===== src/rtl/m_cache_refill_pkg.sv =====
// Shared definitions for the instruction-cache family (refill engine and cache arrays).
package m_cache_refill_pkg;

    localparam int IDX_W  = 5;
    localparam int TAG_W  = 25;
    localparam int DATA_W = 32;
    localparam int FILL_W = 58;

    typedef enum logic [1:0] {
        ST_IDLE = 2'd0,
        ST_REQ  = 2'd1,
        ST_FILL = 2'd2,
        ST_ERR  = 2'd3
    } refill_state_t;

    // Cache line entry as stored in the arrays: {valid, tag, data}.
    function automatic logic [FILL_W-1:0] pack_fill(input logic [TAG_W-1:0]  tag,
                                                    input logic [DATA_W-1:0] data);
        return {1'b1, tag, data};
    endfunction

endpackage


===== src/rtl/m_cache_refill.sv =====
// Instruction-cache refill engine: on a miss, fetch one word from memory and
// write it into the cache as a valid entry; abort with an error pulse if memory
// does not answer within TIMEOUT request cycles. Way choice belongs to the cache.
module m_cache_refill
    import m_cache_refill_pkg::*;
#(
    parameter int TIMEOUT = 255
) (
    input  logic                w_clk,
    input  logic                w_rst_n,
    input  logic                w_miss_req,
    input  logic [31:0]         w_miss_adr,
    output logic                w_busy,
    output logic                w_mem_req,
    output logic [31:0]         w_mem_adr,
    input  logic                w_mem_ack,
    input  logic [DATA_W-1:0]   w_mem_rdata,
    output logic                w_we,
    output logic [IDX_W-1:0]    w_wadr,
    output logic [FILL_W-1:0]   w_wd,
    output logic                w_done,
    output logic                w_err,
    output logic [31:0]         w_fill_cnt
);

    // Wait counter is at least 8 bits, wider only if TIMEOUT needs it.
    localparam int CNT_W = ($clog2(TIMEOUT + 1) > 8) ? $clog2(TIMEOUT + 1) : 8;
    localparam logic [CNT_W-1:0] LAST_WAIT = CNT_W'(TIMEOUT - 1);

    refill_state_t       r_state;
    logic [31:0]         r_adr;
    logic [CNT_W-1:0]    r_cnt;
    logic                r_busy;
    logic                r_mem_req;
    logic                r_we;
    logic                r_done;
    logic                r_err;
    logic [IDX_W-1:0]    r_wadr;
    logic [FILL_W-1:0]   r_wd;
    logic [31:0]         r_fill_cnt;

    // Refill FSM; every output is registered and set on the edge entering its state.
    always_ff @(posedge w_clk) begin
        if (!w_rst_n) begin
            r_state    <= ST_IDLE;
            r_adr      <= '0;
            r_cnt      <= '0;
            r_busy     <= 1'b0;
            r_mem_req  <= 1'b0;
            r_we       <= 1'b0;
            r_done     <= 1'b0;
            r_err      <= 1'b0;
            r_wadr     <= '0;
            r_wd       <= '0;
            r_fill_cnt <= '0;
        end else begin
            // single-cycle strobes and the fill bus default low
            r_we   <= 1'b0;
            r_done <= 1'b0;
            r_err  <= 1'b0;
            r_wadr <= '0;
            r_wd   <= '0;
            case (r_state)
                ST_IDLE: begin
                    if (w_miss_req) begin
                        r_adr     <= {w_miss_adr[31:2], 2'b00};
                        r_cnt     <= '0;
                        r_busy    <= 1'b1;
                        r_mem_req <= 1'b1;
                        r_state   <= ST_REQ;
                    end
                end
                ST_REQ: begin
                    // ack beats timeout when both land in the same cycle
                    if (w_mem_ack) begin
                        r_mem_req  <= 1'b0;
                        r_adr      <= '0;
                        r_we       <= 1'b1;
                        r_done     <= 1'b1;
                        r_wadr     <= r_adr[6:2];
                        r_wd       <= pack_fill(r_adr[31:7], w_mem_rdata);
                        r_fill_cnt <= r_fill_cnt + 32'd1;
                        r_state    <= ST_FILL;
                    end else if (r_cnt == LAST_WAIT) begin
                        r_mem_req <= 1'b0;
                        r_adr     <= '0;
                        r_err     <= 1'b1;
                        r_state   <= ST_ERR;
                    end else begin
                        r_cnt <= r_cnt + 1'b1;
                    end
                end
                ST_FILL, ST_ERR: begin
                    r_busy  <= 1'b0;
                    r_state <= ST_IDLE;
                end
                default: begin
                    r_busy    <= 1'b0;
                    r_mem_req <= 1'b0;
                    r_state   <= ST_IDLE;
                end
            endcase
        end
    end

    assign w_busy     = r_busy;
    assign w_mem_req  = r_mem_req;
    assign w_mem_adr  = r_adr;
    assign w_we       = r_we;
    assign w_wadr     = r_wadr;
    assign w_wd       = r_wd;
    assign w_done     = r_done;
    assign w_err      = r_err;
    assign w_fill_cnt = r_fill_cnt;

endmodule


===== config.mk =====
export PLATFORM = sky130hd
export DESIGN_NAME = m_cache_refill
export DESIGN_NICKNAME = d
export VERILOG_FILES = /design/src/rtl/m_cache_refill_pkg.sv /design/src/rtl/m_cache_refill.sv
export SDC_FILE = /design/constraint.sdc
export NUM_CORES = 1
export LEC_CHECK = 0
export ABC_AREA = 1
export CORE_ASPECT_RATIO = 1.2
export CORE_MARGIN = 8
export CORE_UTILIZATION = 35
export DETAILED_ROUTE_END_ITERATION = 7
export GPL_TIMING_DRIVEN = 0
export PLACE_DENSITY = 0.66
export SLEW_MARGIN = 0
export SYNTH_ARGS = -nofsm -noshare
export SYNTH_HDL_FRONTEND = slang
export SYNTH_SLANG_ARGS = --single-unit

===== constraint.sdc =====
create_clock -name w_clk -period 1.7 [get_ports w_clk]
set_input_delay 0.255 -clock w_clk [delete_from_list [all_inputs] [get_ports w_clk]]
set_output_delay 0.255 -clock w_clk [all_outputs]
set_load 0.03 [all_outputs]

After elaboration in Yosys (flattened, before gate mapping):

Cells that the tools add are included.

* output and inout port bits: 132
* logic and storage cells: 55
* flip-flop bits (word level): 141
* input port bits: 68

* $add $sub $neg: 2
* bitwise operators: 2
* reduce and logical (&&, ||, !) cells: 12
* multiplexer cells: 20
* eq/ne operators: 8

Operator list (count)
* 32-bit 2-to-1 mux: 3
* 32-bit case mux with 2 select lines: 1
* 58-bit 2-to-1 mux: 1
* 32-bit by 1-bit adder with 32-bit output, second input constant: 1
* 8-bit 2-to-1 mux: 3
* 8-bit case mux with 2 select lines: 1
* 8-bit by 1-bit adder with 8-bit output, second input constant: 1
* 8-bit == test, second input constant: 1
* 2-bit AND reduction: 4
* 2-bit 2-to-1 mux: 3
* 2-bit inequality test, second input constant: 3
* 2-bit case mux with 3 select lines: 1
* 3-bit AND reduction: 2
* 1-bit 2-to-1 mux: 5
* 2-bit == test, second input constant: 2
* 1-bit case mux with 2 select lines: 2
* 4-bit AND reduction: 1
* 2-bit nonzero test: 2
* 3-bit inequality test, second input constant: 1
* 3-bit OR reduction: 1
* 2-bit by 1-bit == test with 1-bit output, second input constant: 1
* 2-bit zero test: 1
* 1-bit inverter: 2
* 2-bit OR reduction: 1

Depth between registers and ports, before layout:

Gate-level depths: netlist (run 1).

* word-level depth: 4
* depth in mapped cells: 11
* depth with buffers taken out: 11

Least setup slack after synthesis (run 1):

OpenSTA, ideal clock, no wires.

* path kind: register -> register
* start: reg r_fill_cnt[0], in the netlist w_fill_cnt[0]
* end: reg r_fill_cnt[14], in the netlist w_fill_cnt[14]
* setup time: 0.116 ns
* data required time: 1.584 ns
* path buffers: 0
* period minus slack after synthesis: 1.639 ns
* stages on the path, launching flop included: 9
* data arrival time: 1.523 ns
* slack: 0.061 ns
* cell sequence: dfxtp_1 > ha_1 > inv_1 > nor2_2 > nand3_2 > nor2_4 > nand2_1 > o21ai_0 > nor2_1

* word-level cells in the longest chain between the ends: 1

RTL lines
* from (decl): line m_cache_refill.sv:40 `logic [31:0] r_fill_cnt;`
* from (signal assigned): line m_cache_refill.sv:82 `r_fill_cnt <= r_fill_cnt + 32'd1;`
* 32-bit by 1-bit adder with 32-bit output: line m_cache_refill.sv:82

No other way between the ends.
A chain may end at the register's enable or synchronous reset.

Worst setup path in the final report (run 1):

* start: reg r_wd[10], in the netlist w_wd[10]
* end: out w_wd[10]

RTL lines
* from (decl): line m_cache_refill.sv:39 `logic [FILL_W-1:0] r_wd;`
* from (signal assigned): line m_cache_refill.sv:81 `r_wd <= pack_fill(r_adr[31:7], w_mem_rdata);`
* to (decl): line m_cache_refill.sv:20 `output logic [FILL_W-1:0] w_wd,`

No word-level cell between the ends.

==> flow_metrics.env, run 1 <==
export IMPL_outcome="complete, no violations"
export IMPL_grt_max_degree=17
export IMPL_place_congestion=0.858
export IMPL_synth_area_um2=5290
export IMPL_totalWireLength_mm=16.5
export IMPL_crit_type="flip-flop to output pin"
export IMPL_vdd_drop_max_uv=487
export IMPL_regArea_um2=2760
export IMPL_yosys_area_share_simple=0.283
export IMPL_synth_seq_area_share=0.523
export IMPL_synthMuxAreaShare=0
export IMPL_hold_viol_final=0
export IMPL_ys_ff_latch=138
export IMPL_setup_ws_ns=0.0305
export IMPL_synthToLayoutAreaGrowth_pct=53.3
export IMPL_fp_dieW_um=128
export IMPL_cts_buffers=17
export IMPL_cts_tree="yes"
export IMPL_p_int_w=0.00602
export IMPL_placed_cells=1118
export IMPL_combPwrFrac=0.105
export IMPL_power_frac_seq=0.422
export IMPL_io_buffers=195
export IMPL_fin_crit_ns=1.67
export IMPL_required_ns=1.44
export IMPL_max_freq_mhz=599
export IMPL_globalRouteOverflowTotal=0
export IMPL_root_buffer="clkbuf_16"
export IMPL_cts_sinks=138
export IMPL_crit_slowest_cell="clkdlybuf4s50_1"
export IMPL_grt_pass1_wl_mm=25.2
export IMPL_clock_latency_ns=0.41
export IMPL_yosys_area_top_type="dfxtp_1"
export IMPL_switching_share=0.249
export IMPL_synth_top_area_frac=0.523
export IMPL_drv_slew=0
export IMPL_antenna_found_initial=1
export IMPL_clock_skew_ns=0.00710
export IMPL_synth_xor_area_frac=0.00663
export IMPL_synth_top_family_by_area="simple AND/OR/NAND/NOR gates"
export IMPL_vias_per_cell=4.36
export IMPL_drc=0
export IMPL_num_vias=5020
export IMPL_critPathMaxStageDelay_ns=0.69
export IMPL_clkTransAtPathRegs_ns=0.06
export IMPL_fillCellCount=1429
export IMPL_worstMarginPinSlew_ns=0.509
export IMPL_cts_max_level=4
export IMPL_final_cells=1152
export IMPL_cp_cell_sequence="clkdlybuf4s50_1"
export IMPL_p_sw_w=0.00199
export IMPL_end_kind="output pin"
export IMPL_cp_top_family="buffers and inverters"
export IMPL_final_cell_mix="nand2_1, dfxtp_1, nor2_1, inv_1, clkdlybuf4s50_1"
export IMPL_critPathBufInv=1
export IMPL_finalCritPeriodShare=0.982
export IMPL_power_density_nw_per_um2=989
export IMPL_finalSetupViolations=0
export IMPL_num_antenna_cells=0
export IMPL_drt_iter0_drc=209
export IMPL_syn_inst=718
export IMPL_initial_core_util=0.355
export IMPL_leakagePower_nw=3.81
export IMPL_start_kind="flip-flop"
export IMPL_core_area_um2=14900
export IMPL_grt_total_usage=0.170
export IMPL_clock_power_share=0.472
export IMPL_dp_hpwl_mm=12.8
export IMPL_die_y_um=151
export IMPL_die_area_um2=19300
export IMPL_layout_drive_gt1_share=0.0781
export IMPL_avgSynthCellArea_um2=7.36
export IMPL_clockBufferDepth=2
export IMPL_synth_compound_area_share=0.0687
export IMPL_max_cap_viol_count=0
export IMPL_synth_fa_ha_area_frac=0.00710
export IMPL_multiInputGateArea_um2=1980
export IMPL_nNetsFinal=1007
export IMPL_rows=49
export IMPL_grt_pass1_vias=4729
export IMPL_layout_commonest_cell="nand2_1"
export IMPL_hold_buffers=0
export IMPL_tns_ns=0
export IMPL_worstPathMaxFanout=1
export IMPL_hp_class="primary input to flip-flop"
export IMPL_pin_count=200
export IMPL_dpl_worst_slack_ns=-0.264
export IMPL_synthDistinctLibCells=29
export IMPL_crit_arrival_ns=1.41
export IMPL_wl_per_cell_um=14.3
export IMPL_antenna_left=0
export IMPL_maxSlewHeadroom=0.661
export IMPL_firstDrtPassIters=4
export IMPL_yosysWarnings=0
export IMPL_total_power_w=0.00801
export IMPL_synth_area_leaders="dfxtp_1, nand2_1, nor2_1"
==> routing by layer <==
layer  vias up  global-route usage  share of wire
met5         -                   0        0.00079
met4         2              0.0447         0.0089
met3        15              0.0850           0.11
met2       181               0.286           0.46
met1      2206               0.186           0.42
li1       2616                   -              -
==> metrics by stage <==
step / util / hold slack [ns] / cell area (um^2)
final: 0.544 / 0.359 / 8100
after global routing: 0.544 / 0.342 / 8100
after CTS: 0.537 / 0.337 / 8010
after detailed placement: 0.503 / 0.431 / 7500
after global placement: 0.503 / 0.430 / 7500
after floorplan: - / 0.334 / 5290
==> sequential cells by signal (all words and copies together), names as in the netlist <==
signal      cells
r_cnt           8
w_wd           57
w_done          1
w_err           1
r_state         2
w_fill_cnt     32
w_mem_req       1
w_mem_adr      30
w_wadr          5
w_busy          1
==> layout make-up <==
type                       count  area share
clock buffer                  18      0.0542
inverter                     120      0.0556
buffer                        24      0.0171
clock inverter                13      0.0207
sequential                   138       0.341
tap                          204      0.0315
multi-input combinational    437       0.244
timing repair buffer         198       0.236
==> power groups by stage <==
| stage | clock network (W) | registers (W) | logic, W |
|---|---|---|---|
| 2_1_floorplan | 0 | 0.00361 | 0.000300 |
| 3_3_place_gp | 0 | 0.00346 | 0.000879 |
| 3_5_place_dp | 0 | 0.00346 | 0.000882 |
| 4_1_cts | 0.00387 | 0.00338 | 0.000843 |
| 5_1_grt | 0.00400 | 0.00340 | 0.000919 |
| 6_report | 0.00379 | 0.00338 | 0.000843 |
==> synth_stat cells (all sizes together) <==
cell / count
clkbuf: 14
xnor2: 1
o21ai: 19
o21a: 1
buf: 10
nor2: 148
nor3b: 2
nand2: 153
xor2: 3
nand4: 6
a21oi: 52
inv: 119
nor4: 1
nand3b: 2
nor3: 2
clkinv: 1
ha: 3
conb: 1
nand3: 42
dfxtp: 138
==> worst paths after layout <==
path	startpoint	endpoint	slack [ns]	cells past startpoint
min reg2reg	w_mem_adr[18]	w_wd[43]	0.44	2
min	w_mem_rdata[29]	w_wd[29]	0.36	3
max reg2reg	r_cnt[0]	w_mem_adr[9]	0.16	10
max	w_wd[10]	w_wd[10]	0.03	1
==> kinds of logic after synthesis <==
| kind of cell | Yosys count |
|---|---|
| DFF | 138 |
| other | 1 |
| AOI/OAI and AO/OA | 72 |
| xor gates and xnor gates | 4 |
| adders and majority gates | 3 |
| and+or+nand+nor | 356 |
| buffers and inverters | 144 |
==> repair_timing <==
action,in CTS,in global routing
buffers inserted,0,3
pin swaps,0,3
gates resized for setup,78,25
endpoints found under the hold margin,0,0
endpoints found under the setup margin,78,59
Note: power is estimated with default switching activity, not from simulation.
==> run 2, diff against run 1 <==
--- a/config.mk
+++ b/config.mk
@@ -11,7 +11,7 @@
 export CORE_UTILIZATION = 35
 export DETAILED_ROUTE_END_ITERATION = 7
 export GPL_TIMING_DRIVEN = 0
-export PLACE_DENSITY = 0.66
+export PLACE_DENSITY = 0.77
 export SLEW_MARGIN = 0
 export SYNTH_ARGS = -nofsm -noshare
 export SYNTH_HDL_FRONTEND = slang
==> run 2 against run 1 <==
Clock skew is 0.00089 ns lower. Total power is 0.95% higher. Clock power is 2% higher. Largest power group unchanged. Global-route usage is 0.34 points lower.
==> flow_metrics.env, run 2 (synthesized netlist as in run 1, its figures left out) <==
export IMPL_globalRouteOverflowTotal=0
export IMPL_end_kind="output pin"
export IMPL_nNetsFinal=1005
export IMPL_m1WireLength_mm=6.83
export IMPL_antenna_found_initial=0
export IMPL_required_ns=1.44
export IMPL_layout_commonest_cell="nand2_1"
export IMPL_outcome="complete, no violations"
export IMPL_routed_wl_met3_mm=1.45
export IMPL_dp_hpwl_mm=12.3
export IMPL_antenna_left=0
export IMPL_reg2reg_depth=8
export IMPL_startpoint="w_wd[42]"
export IMPL_totalWireLength_mm=16.2
export IMPL_cts_max_level=4
export IMPL_crit_slowest_cell="clkdlybuf4s50_1"
export IMPL_fin_area_um2=8120
export IMPL_layout_drive_gt1_share=0.0792
export IMPL_die_area_um2=19300
export IMPL_finalSetupViolations=0
export IMPL_clkTransAtPathRegs_ns=0.06
export IMPL_num_vias=5192
export IMPL_worstMarginPinSlew_ns=0.570
export IMPL_critPathMaxStageDelay_ns=0.68
export IMPL_final_cell_mix="nand2_1, nor2_1, dfxtp_1, inv_1, clkdlybuf4s50_1"
export IMPL_num_antenna_cells=0
export IMPL_rows=49
export IMPL_root_buffer="clkbuf_16"
export IMPL_fp_dieW_um=128
export IMPL_cp_top_family="buffers and inverters"
export IMPL_cp_cell_sequence="clkdlybuf4s50_1"
export IMPL_grt_total_usage=0.166
export IMPL_grt_pass1_vias=5032
export IMPL_io_buffers=195
export IMPL_max_freq_mhz=602
export IMPL_grt_max_degree=17
export IMPL_hold_viol_final=0
export IMPL_crit_type="flip-flop to output pin"
export IMPL_rrSetupSlack_ns=0.13
export IMPL_critPathBufInv=1
export IMPL_wl_per_cell_um=14.1
export IMPL_drv_slew=0
export IMPL_initial_core_util=0.355
export IMPL_finalCritPeriodShare=0.978
export IMPL_r2r_start="w_fill_cnt[1]"
export IMPL_wl_met2_mm=7.62
export IMPL_firstDrtPassIters=5
export IMPL_vdd_drop_max_uv=528
export IMPL_largest_reg_flops=57
export IMPL_clock_skew_ns=0.00621
export IMPL_endpoint="w_wd[42]"
export IMPL_top_layer="met4"
export IMPL_power_density_nw_per_um2=996
export IMPL_fin_crit_ns=1.66
export IMPL_clockBufferDepth=2
export IMPL_crit_cells=1
export IMPL_start_kind="flip-flop"
export IMPL_dpl_worst_slack_ns=-0.328
export IMPL_hold_buffers=0
export IMPL_multiInputGateArea_um2=1960
export IMPL_core_area_um2=14900
export IMPL_cts_sinks=138
export IMPL_crit_arrival_ns=1.41
export IMPL_synthToLayoutAreaGrowth_pct=53.6
export IMPL_drc=0
export IMPL_drt_iter0_drc=303
export IMPL_cts_tree="yes"
export IMPL_place_congestion=0.907
export IMPL_leakagePower_nw=3.85
export IMPL_cts_buffers=17
export IMPL_fillCellCount=1392
export IMPL_max_cap_viol_count=0
export IMPL_rsz0062_at_grt="yes"
export IMPL_grt_pass1_wl_mm=25.2
export IMPL_vias_per_cell=4.51
export IMPL_final_util=0.545
export IMPL_setup_ws_ns=0.0377
export IMPL_maxSlewHeadroom=0.620
export IMPL_regArea_um2=2770
export IMPL_clock_latency_ns=0.41
export IMPL_hp_class="primary input to flip-flop"
export IMPL_pin_count=200
export IMPL_rr_endpoint="w_fill_cnt[14]"
export IMPL_die_y_um=151
export IMPL_worstPathMaxFanout=1
export IMPL_place_area_um2=7500
run 2: cell types whose count changed in the layout (fill, tap and decap cells not counted), moves of 3 or more:
cell / previous run / this run
clkdlybuf4s50_1: 103 / 106
dlygate4sd2_1: 78 / 71
inv_6: 3 / 6
dlymetal6s2s_1: 14 / 18
buf_4: 7 / 4
run 2: per-stage QoR:
stage | total power [W] | setup TNS [ns] | hold slack, ns | instances
final | 0.00809 | 0 | 0.359 | 1151
after global routing | 0.00843 | -0.00981 | 0.339 | 1151
after CTS | 0.00819 | 0 | 0.335 | 1150
after detailed placement | 0.00434 | -21.02 | 0.431 | 1118
after global placement | 0.00434 | -22.64 | 0.428 | 1118
after floorplan | 0.00391 | 0 | 0.334 | 719
run 2: how the worst min path moves through the flow:
stage / startpoint / end / slack [ns] / cells after the start
floorplan: w_mem_ack / w_err / 0.33 / 1
global placement: w_mem_adr[19] / w_wd[44] / 0.43 / 2
detailed placement: w_mem_adr[19] / w_wd[44] / 0.43 / 2
CTS: w_mem_rdata[6] / w_wd[6] / 0.33 / 3
global route: w_mem_rdata[6] / w_wd[6] / 0.34 / 3
finish: w_mem_rdata[6] / w_wd[6] / 0.36 / 3
run 2: report_power, final:
group | internal (W) | leakage (nW) | total [W] | switching [W]
logic | 0.000346 | 2.42 | 0.000846 | 0.000500
clock network | 0.00238 | 0.307 | 0.00386 | 0.00148
registers | 0.00333 | 1.12 | 0.00339 | 0.0000594
total | 0.00605 | 3.85 | 0.00809 | 0.00204
run 2: what timing repair did:
action | CTS | global route
buffers inserted | 0 | 1
endpoints found under the setup margin | 73 | 58
pin swaps | 0 | 2
resized for setup | 72 | 28
run 2: layout make-up:
type,count,share of cell area
repair buffers,196,0.237
flip-flops and latches,138,0.341
well taps,204,0.0314
plain buffers,24,0.0173
clock buffers,18,0.0541
inverters,120,0.0555
multi-input cells,437,0.241
clock inverters,14,0.0225
run 2: routing by layer:
layer	GRT usage	up-vias
met2	0.284	212
met3	0.0581	30
met4	0.0697	0
li1	-	2612
met5	0	-
met1	0.185	2338
